File: src/rtl/seg7_pkg.sv
// Shared constants and helpers for the 7-segment scan driver:
// hex-to-segment table, blank pattern and pin polarity mapping.
package seg7_pkg;

    localparam logic [6:0] SEG_OFF = 7'b0000000;

    // Index is the nibble value; bit6..bit0 = g..a.
    localparam logic [6:0] HEX2SEG [16] = '{
        7'b0111111, 7'b0000110, 7'b1011011, 7'b1001111,
        7'b1100110, 7'b1101101, 7'b1111101, 7'b0000111,
        7'b1111111, 7'b1101111, 7'b1110111, 7'b1111100,
        7'b0111001, 7'b1011110, 7'b1111001, 7'b1110001
    };

    // Maps logical {dp, segments} (1 = lit) onto the pin levels.
    function automatic logic [7:0] seg_pins(input logic [6:0] seg,
                                            input logic       dp_on,
                                            input logic       active_low);
        return active_low ? ~{dp_on, seg} : {dp_on, seg};
    endfunction

endpackage

File: src/rtl/hex7seg_dec.sv
// Combinational nibble to 7-segment decode (logical polarity, 1 = lit).
module hex7seg_dec (
    input  logic [3:0] nibble,
    output logic [6:0] seg
);
    import seg7_pkg::*;

    assign seg = HEX2SEG[nibble];

endmodule

File: src/rtl/seg7_scan_driver.sv
// Multiplexed 7-segment display driver: double-buffered hex value, per-slot
// dead time, leading-zero blanking and registered pin outputs.
module seg7_scan_driver #(
    parameter int NDIGITS        = 4,
    parameter int DIV            = 50000,
    parameter int DEAD           = 16,
    parameter bit SEG_ACTIVE_LOW = 1'b0,
    parameter bit DIG_ACTIVE_LOW = 1'b1
) (
    input  logic                   clk,
    input  logic                   rst_n,
    input  logic                   enable,
    input  logic                   load,
    input  logic [4*NDIGITS-1:0]   value,
    input  logic [NDIGITS-1:0]     dp_in,
    input  logic                   blank_lz,
    output logic [6:0]             led7s,
    output logic                   dp,
    output logic [NDIGITS-1:0]     dig_sel,
    output logic                   frame_done
);
    import seg7_pkg::*;

    localparam int CNT_W = $clog2(DIV);
    localparam int IDX_W = $clog2(NDIGITS);
    localparam logic [7:0]         PINS_OFF = seg_pins(SEG_OFF, 1'b0, SEG_ACTIVE_LOW);
    localparam logic [NDIGITS-1:0] SEL_OFF  = {NDIGITS{DIG_ACTIVE_LOW}};

    logic [CNT_W-1:0]     cnt;
    logic [IDX_W-1:0]     idx;
    logic [4*NDIGITS-1:0] shadow_val, active_val;
    logic [NDIGITS-1:0]   shadow_dp, active_dp;

    logic                 slot_end, frame_end, lit, lz_blank;
    logic [3:0]           cur_nib;
    logic [6:0]           dec_seg, seg_nxt;
    logic                 dp_nxt;
    logic [NDIGITS-1:0]   sel_nxt;
    logic [7:0]           pins_nxt;

    assign slot_end  = (cnt == CNT_W'(DIV - 1));
    assign frame_end = enable && slot_end && (idx == IDX_W'(NDIGITS - 1));
    assign cur_nib   = active_val[{idx, 2'b00} +: 4];

    hex7seg_dec u_dec (
        .nibble (cur_nib),
        .seg    (dec_seg)
    );

    // A digit is blanked when it and every more-significant nibble are zero.
    always_comb begin
        lz_blank = blank_lz && (idx != '0);
        for (int i = 0; i < NDIGITS; i++) begin
            if (IDX_W'(i) >= idx && active_val[4*i +: 4] != 4'h0)
                lz_blank = 1'b0;
        end
    end

    // NOTE: every output of this block gets a default first so no latch is inferred.
    always_comb begin
        lit     = enable && (cnt >= CNT_W'(DEAD));
        seg_nxt = SEG_OFF;
        dp_nxt  = 1'b0;
        sel_nxt = '0;
        if (lit) begin
            sel_nxt = NDIGITS'(1) << idx;
            seg_nxt = lz_blank ? SEG_OFF : dec_seg;
            dp_nxt  = active_dp[idx];
        end
        pins_nxt = seg_pins(seg_nxt, dp_nxt, SEG_ACTIVE_LOW);
    end

    // NOTE: state uses non-blocking assignments so all registers update from
    // pre-edge values; the display buffers are ordinary flops and are cleared
    // by reset so the panel shows zeros rather than power-up garbage.
    always_ff @(posedge clk) begin
        if (!rst_n) begin
            cnt        <= '0;
            idx        <= '0;
            shadow_val <= '0;
            shadow_dp  <= '0;
            active_val <= '0;
            active_dp  <= '0;
            frame_done <= 1'b0;
            {dp, led7s} <= PINS_OFF;
            dig_sel    <= SEL_OFF;
        end else begin
            if (load) begin
                shadow_val <= value;
                shadow_dp  <= dp_in;
            end

            if (!enable) begin
                cnt <= '0;
                idx <= '0;
            end else begin
                cnt <= slot_end ? '0 : cnt + CNT_W'(1);
                if (slot_end)
                    idx <= (idx == IDX_W'(NDIGITS - 1)) ? '0 : idx + IDX_W'(1);
            end

            // A load landing on the boundary itself bypasses the shadow copy.
            if (frame_end) begin
                active_val <= load ? value : shadow_val;
                active_dp  <= load ? dp_in : shadow_dp;
            end

            frame_done  <= frame_end;
            {dp, led7s} <= pins_nxt;
            dig_sel     <= DIG_ACTIVE_LOW ? ~sel_nxt : sel_nxt;
        end
    end

endmodule

File: config.mk
export PLATFORM = sky130hd
export DESIGN_NAME = seg7_scan_driver
export DESIGN_NICKNAME = d
export VERILOG_FILES = /design/src/rtl/seg7_pkg.sv /design/src/rtl/hex7seg_dec.sv /design/src/rtl/seg7_scan_driver.sv
export SDC_FILE = /design/constraint.sdc
export NUM_CORES = 1
export LEC_CHECK = 0
export BUFFER_PORTS_ARGS = -buffer_cell sky130_fd_sc_hd__buf_2
export CAP_MARGIN = 0
export CORE_UTILIZATION = 62
export CTS_CLUSTER_DIAMETER = 50
export CTS_CLUSTER_SIZE = 12
export DETAILED_ROUTE_END_ITERATION = 10
export PLACE_DENSITY = 0.87
export SLEW_MARGIN = 20
export SYNTH_ARGS = -nofsm -noshare
export SYNTH_HDL_FRONTEND = slang
export SYNTH_SLANG_ARGS = --single-unit
File: constraint.sdc
create_clock -name clk -period 3.6 [get_ports clk]
set_input_delay 0.72 -clock clk [delete_from_list [all_inputs] [get_ports clk]]
set_output_delay 0.72 -clock clk [all_outputs]
set_load 0.02 [all_outputs]
* After elaboration in Yosys (flattened, before gate mapping)
Memory sizes are Yosys's and may differ from the RTL's. A register that Yosys moved wholly into a read port is not among the register bits.
Cells that the tools add are included.
** Cells by class
- Add/subtract/negate cells :: 2
- Magnitude comparators :: 6
- Equality and inequality tests :: 2
- Shifts and indexed selects :: 2
- Mux-type cells :: 10
- Bitwise gates (word level) :: 5
- Reduce and logical (&&, ||, !) cells :: 17
** Operator list (count)
- 16-bit by 1-bit adder with 16-bit output, second input constant :: 1
- 16-bit == test, second input constant :: 1
- 16-bit by 5-bit >= comparator with 1-bit output, second input constant :: 1
- 16-bit 2-to-1 mux :: 1
- 4-bit nonzero test :: 4
- 16-bit by 5-bit variable part select with 4-bit output :: 1
- 1-bit logical AND :: 8
- 4-bit 2-to-1 mux :: 2
- 3-bit OR reduction :: 2
- 1-bit 2-to-1 mux :: 5
- 4-bit NOT with 5-bit output :: 1
- 1-bit by 2-bit >= comparator with 1-bit output, first input constant :: 2
- 2-bit >= comparator, first input constant :: 2
- 4-bit NOT :: 1
- 2-bit AND reduction :: 2
- 1-bit by 2-bit << shifter with 4-bit output, first input constant :: 1
- 2-bit by 3-bit less-than comparator with 1-bit output, second input constant :: 1
- 1-bit NOT :: 3
- 2-bit by 1-bit adder with 2-bit output, second input constant :: 1
- 1-bit binary-select mux with 2-bit select :: 1
- 2-bit == test, second input constant :: 1
- 2-bit 2-to-1 mux :: 1
- 2-bit nonzero test :: 1
** Storage, ports and cells
- Flip-flop bits (word level) :: 64
- Memory bits (read-only) :: 112
- Output and inout bits :: 13
- Word-level logic and storage cells :: 54
- Memories kept :: 1
** Memory list
- (name not given) :: words 16, bits a word 7, read ports 1, clocked after memory_dff 1, wr ports 0, line hex7seg_dec.sv:8 : assign seg = HEX2SEG[nibble];

* Depth between registers and ports, before layout
- Depth after elaboration :: 7
- Depth in mapped cells :: 9

* By module
From an unflattened synthesis, not the netlist that was laid out.
** Second synthesis, totals
- Cell total of the unflattened synthesis :: 305
- Area, all modules :: 3326.9 µm²
** Modules (own cells, without submodules)
- seg7_scan_driver :: instances 1, cells an instance 272, area each 3036.7 µm²
- hex7seg_dec :: instances 1, cells an instance 33, area each 290.3 µm²

* Worst setup path before layout
OpenSTA, ideal clock, no wires.
- Kind :: register to register
- Start point :: reg idx[0]
- End point :: reg led7s[1]
- Library setup time :: 0.095 ns
- Data arrival time :: 1.898 ns
- Path slack :: 1.606 ns
- Stages on the path, launching flop included :: 8
- Clock period less this slack :: 1.994 ns
- Cell sequence :: dfxtp_1 > buf_2 > mux4_2 > inv_1 > ha_1 > nand2b_1 > o21ai_0 > a221oi_1
** On the way
- Longest elaborated chain between the ends :: 7
- Elaborated cells on any way between the ends :: 17
** RTL lines
- start, declared :: line seg7_scan_driver.sv:30 : logic [IDX_W-1:0] idx;
- start signal, assigned :: line seg7_scan_driver.sv:99 : idx <= (idx == IDX_W'(NDIGITS - 1)) ? '0 : idx + IDX_W'(1);
- 1-bit by 2-bit >= comparator with 1-bit output or 2-bit nonzero test (tied branches) :: line seg7_scan_driver.sv:54, seg7_scan_driver.sv:52
- 1-bit logical AND (on tied branches) :: line seg7_scan_driver.sv:54, seg7_scan_driver.sv:52
- 1-bit 2-to-1 mux (4 in series) :: line seg7_scan_driver.sv:54 : if (IDX_W'(i) >= idx && active_val[4*i +: 4] != 4'h0)
- 3-bit OR reduction (no line)
- end, declared :: line seg7_scan_driver.sv:17 : output logic [6:0] led7s,
Parallel ways exist; a longest one is shown, timed or not.
A chain may end at the register's enable or synchronous reset.

* Worst setup path after layout
- Start point :: reg cnt[12]
- End point :: reg active_val[1]
** On the way
- Longest elaborated chain between the ends :: 3
** RTL lines
- start, declared :: line seg7_scan_driver.sv:29 : logic [CNT_W-1:0] cnt;
- start signal, assigned :: line seg7_scan_driver.sv:97 : cnt <= slot_end ? '0 : cnt + CNT_W'(1);
- 16-bit == test :: line seg7_scan_driver.sv:41 : assign slot_end = (cnt == CNT_W'(DIV - 1));
- 1-bit logical AND (2 in series) :: line seg7_scan_driver.sv:42 : assign frame_end = enable && slot_end && (idx == IDX_W'(NDIGITS - 1));
- end signal, assigned :: line seg7_scan_driver.sv:104 : active_val <= load ? value : shadow_val;
- end, declared :: line seg7_scan_driver.sv:31 : logic [4*NDIGITS-1:0] shadow_val, active_val;
No other way between the ends.

==> summary.txt <==
STATUS
----------------------------------------------------------------------------------------
Outcome ...................................................................    completed

ROUTING
----------------------------------------------------------------------------------------
Iteration-0 DRC Markers ...................................................          167
Number of search-and-repair iterations in the first detailed-routing pass .            4
Total number of vias ......................................................         2279
DRC Markers ...............................................................            0
Antenna viol nets, final ..................................................            0
Routed wire per std cell ..................................................     14.74 um
Drt total wl ..............................................................      6131 um
Avg Vias per Cell .........................................................        5.478

FINAL LAYOUT
----------------------------------------------------------------------------------------
ANT cells .................................................................            0
Share of layout cells above drive strength 1 ..............................       0.1777
Area used by multi-input combinational logic ..............................   1628 sq um
NumNets Final .............................................................          385
Register Area .............................................................   1421 sq um
Layout filler cell count ..................................................          353
Post-layout instance area .................................................   3520 sq um
Syn-to-layout area delta ..................................................       12.03%

LOGIC SYNTHESIS
----------------------------------------------------------------------------------------
Xor-xnor portion of the synthesized cell area .............................      0.05018
Post-synthesis simple-gate area fraction ..................................       0.2055
#FFs+latches synth ........................................................           71
Mapped Nets ...............................................................          350
Dominant combinational cell family by area after synthesis ................ simple AND/OR/NAND/NOR gates
Sequential element share of the synthesized area ..........................       0.4524
Multiplexer share of the synthesized area .................................       0.1270
Post-synth EDFFs ..........................................................            0
Most used flip-flop cell after synthesis .................................. sky130_fd_sc_hd__dfxtp_1
Number of distinct library cells after synthesis ..........................           38
Number of instances in the synthesized netlist ............................          311
Synthesized-area fraction occupied by ao, oa, aoi and oai cells ...........      0.07965
Synthesized-area fraction occupied by adder cells .........................      0.05575
Synth warnings ............................................................            0
Synthesized area per cell .................................................  10.10 sq um
FFs w/ async S/R, synth ...................................................            0
Summed instance area of the synthesized netlist ...........................   3142 sq um

TIMING
----------------------------------------------------------------------------------------
Portion of the clock cycle consumed by the worst path in the final layout .       0.6676
Worst slew slack as a fraction of its limit ...............................       0.5258
Post-route minimum period .................................................     2.403 ns
RSZ-0062 raised after global routing ......................................        false
Max Slew Vio Count ........................................................            0
Setup clock skew after layout .............................................  0.005970 ns
Actual transition at the worst max-transition pin .........................    0.7087 ns
Number of failing hold endpoints at the final stage .......................            0
Total Neg Setup Slack .....................................................         0 ns
Min Hold Slack ............................................................    0.4707 ns
Peak clock frequency supported by timing ..................................    416.1 MHz
# setup viols final .......................................................            0

CRITICAL PATH
----------------------------------------------------------------------------------------
Endpoint type of the worst setup path .....................................     register
Crit path launch ..........................................................      cnt[12]
Worst setup SP type .......................................................     register
CP Data Arrival Time ......................................................      2.65 ns
Data required time at the worst endpoint ..................................      3.84 ns
Highest fanout seen on the critical path ..................................           20
Kind of critical path .....................................................   reg -> reg
Reg-to-Reg Start ..........................................................      cnt[12]

DIE
----------------------------------------------------------------------------------------
Core box area .............................................................   4786 sq um
Core Rows .................................................................           25
Die ar. ...................................................................   5356 sq um
Y dimension of the die ....................................................     73.19 um
I/O pin count .............................................................           38
Die width .................................................................     73.19 um
Initial standard-cell utilization of the core .............................       0.6565

CLOCKING
----------------------------------------------------------------------------------------
Clock Sink Count ..........................................................           71
Clock latency at the later pin of the worst-skew pair .....................      0.35 ns
Hold buffer count at CTS ..................................................            0
Maximum root-to-sink buffer count .........................................            2
Clock tree from TritonCTS .................................................        built
Number of CTS-inserted buffers ............................................            9
CTS Root Cell ............................................................. sky130_fd_sc_hd__clkbuf_8
Setup fix buffers added after clock tree synthesis ........................            0
Clock slew at reported path FFs ...........................................      0.07 ns
H-tree lvl count ..........................................................            3
PostCTS Resize Cnt ........................................................            0

PLACED DESIGN
----------------------------------------------------------------------------------------
Final estimated routing congestion in global placement ....................       0.8245
Total placed instance area ................................................   3356 sq um
Total of buffers placed on input and output ports .........................           37
Sum of net half-perimeters after detailed placement .......................      4174 um

GLOBAL ROUTING
----------------------------------------------------------------------------------------
Largest net degree at the start of global routing .........................           44
Initial antenna violation count ...........................................            0
Number of global-route vias before repair .................................         2198
First-pass GRT wire length ................................................      9991 um
Total congestion overflow after global routing ............................            0
Total routing usage reported by global routing ............................       0.2501

PWR
----------------------------------------------------------------------------------------
Clock power frac ..........................................................        0.388
Leakage power .............................................................     1.659 nW
Internal portion of total power ...........................................   0.001106 W
Cell area power density ................................................... 400.4 nW/um^2
Net switching power .......................................................  0.0003032 W
Net switching fraction of the power .......................................       0.2151
Combinational power share .................................................        0.042
Sequential power share ....................................................        0.570
Worst IR Drop VDD .........................................................  0.0002582 V

MIN PATH
----------------------------------------------------------------------------------------
Hold path startpoint ......................................................       cnt[0]
Worst hold path class .....................................................   reg -> reg

JOB
----------------------------------------------------------------------------------------
Max-cap check violation count .............................................            0

[registers in the layout (all words and copies together) (netlist names)]
name / count
dp: 1
idx: 2
active_dp: 4
active_val: 16
shadow_dp: 4
frame_done: 1
led7s: 7
dig_sel: 4
cnt: 16
shadow_val: 16
[worst paths after layout]
| path | endpoint | slack, ns | cells after the start |
|---|---|---|---|
| worst max-delay path | active_val[1] | 1.20 | 5 |
| worst min-delay path | cnt[0] | 0.47 | 1 |
| worst max register to register | active_val[1] | 1.20 | 5 |
| worst min register to register | cnt[0] | 0.47 | 1 |
[metal layers]
| layer | routed length, um | GRT usage |
|---|---|---|
| met2 | 2896 | 0.4033 |
| met4 | 178 | 0.1547 |
| met5 | 0 | 0 |
| met3 | 267 | 0.06354 |
| met1 | 2789 | 0.2988 |
[synth_stat cells (2+ instances only)]
master | instances | area (sq um)
sky130_fd_sc_hd__a211oi_1 | 4 | 30.03
sky130_fd_sc_hd__a21o_1 | 20 | 150.1
sky130_fd_sc_hd__and2_1 | 2 | 12.51
sky130_fd_sc_hd__and3_1 | 23 | 143.9
sky130_fd_sc_hd__and4_1 | 2 | 17.52
sky130_fd_sc_hd__buf_2 | 3 | 15.01
sky130_fd_sc_hd__clkbuf_1 | 8 | 30.03
sky130_fd_sc_hd__clkbuf_2 | 2 | 10.01
sky130_fd_sc_hd__dfxtp_1 | 71 | 1421
sky130_fd_sc_hd__ha_1 | 14 | 175.2
sky130_fd_sc_hd__inv_1 | 8 | 30.03
sky130_fd_sc_hd__mux2_2 | 3 | 33.78
sky130_fd_sc_hd__mux2i_1 | 23 | 230.2
sky130_fd_sc_hd__mux4_2 | 6 | 135.1
sky130_fd_sc_hd__nand2_1 | 14 | 52.55
sky130_fd_sc_hd__nand3_1 | 11 | 55.05
sky130_fd_sc_hd__nand4_1 | 4 | 25.02
sky130_fd_sc_hd__nor2_1 | 28 | 105.1
sky130_fd_sc_hd__nor2b_1 | 21 | 131.4
sky130_fd_sc_hd__nor3_1 | 5 | 25.02
sky130_fd_sc_hd__nor4_1 | 3 | 18.77
sky130_fd_sc_hd__o21ai_0 | 3 | 15.01
sky130_fd_sc_hd__o22ai_1 | 2 | 12.51
sky130_fd_sc_hd__xnor2_1 | 10 | 87.58
sky130_fd_sc_hd__xor2_1 | 8 | 70.07
[per-stage QoR]
stage	utilization	total power, W	std cells	setup slack, ns
after global placement	0.7012	0.0008775	402	1.024
after floorplan	-	0.0008584	311	1.606
after detailed placement	0.7012	0.0008795	402	1.001
after global routing	0.7354	0.001455	416	1.035
final	0.7354	0.001409	416	1.197
after CTS	0.7354	0.001417	416	1.219
[worst max-delay path, cell delays in order, from the launching register on]
cell and delay (ns):
sky130_fd_sc_hd__dfxtp_1 0.35, sky130_fd_sc_hd__or4_4 0.56, sky130_fd_sc_hd__nor4_4 0.22, sky130_fd_sc_hd__nand4_1 0.57
sky130_fd_sc_hd__and3_1 0.44, sky130_fd_sc_hd__a21o_1 0.15
[power groups by stage]
stage	logic, W	clock network, W	registers [W]
finish	0.0000586	0.000547	0.000804
global route	0.0000649	0.000586	0.000804
CTS	0.0000587	0.000555	0.000804
detailed placement	0.0000582	0	0.000821
global placement	0.0000568	0	0.000821
floorplan	0.0000381	0	0.000820
[placed cells by master (no fill, tap or decap), types with 4 or more instances in the layout]
cell type / instances
sky130_fd_sc_hd__ha_1: 14
sky130_fd_sc_hd__nor2_1: 28
sky130_fd_sc_hd__nor3_1: 5
sky130_fd_sc_hd__a21o_1: 20
sky130_fd_sc_hd__a211oi_1: 4
sky130_fd_sc_hd__nand2_1: 14
sky130_fd_sc_hd__xor2_1: 8
sky130_fd_sc_hd__mux2i_1: 23
sky130_fd_sc_hd__xnor2_1: 10
sky130_fd_sc_hd__clkbuf_8: 11
sky130_fd_sc_hd__nand4_1: 4
sky130_fd_sc_hd__inv_1: 8
sky130_fd_sc_hd__nor2b_1: 21
sky130_fd_sc_hd__mux4_2: 6
sky130_fd_sc_hd__nand3_1: 11
sky130_fd_sc_hd__buf_2: 37
sky130_fd_sc_hd__and3_1: 23
sky130_fd_sc_hd__dfxtp_1: 71
[cells by family after synthesis]
group | Yosys count
buffers and inverters | 22
adders and majority gates | 14
DFF | 71
xor gates and xnor gates | 18
AOI/OAI and AO/OA | 35
and+or+nand+nor | 119
muxes | 32
[final cells by class]
cell class	instances	share of cell area
Clock buffer	13	0.04515
Inverter	8	0.008532
Multi-Input combinational cell	218	0.4625
Tap cell	67	0.02382
Sequential cell	71	0.4038
Clock inverter	1	0.001422
Timing Repair Buffer	38	0.05475
Note: power is estimated with default switching activity, not from simulation.
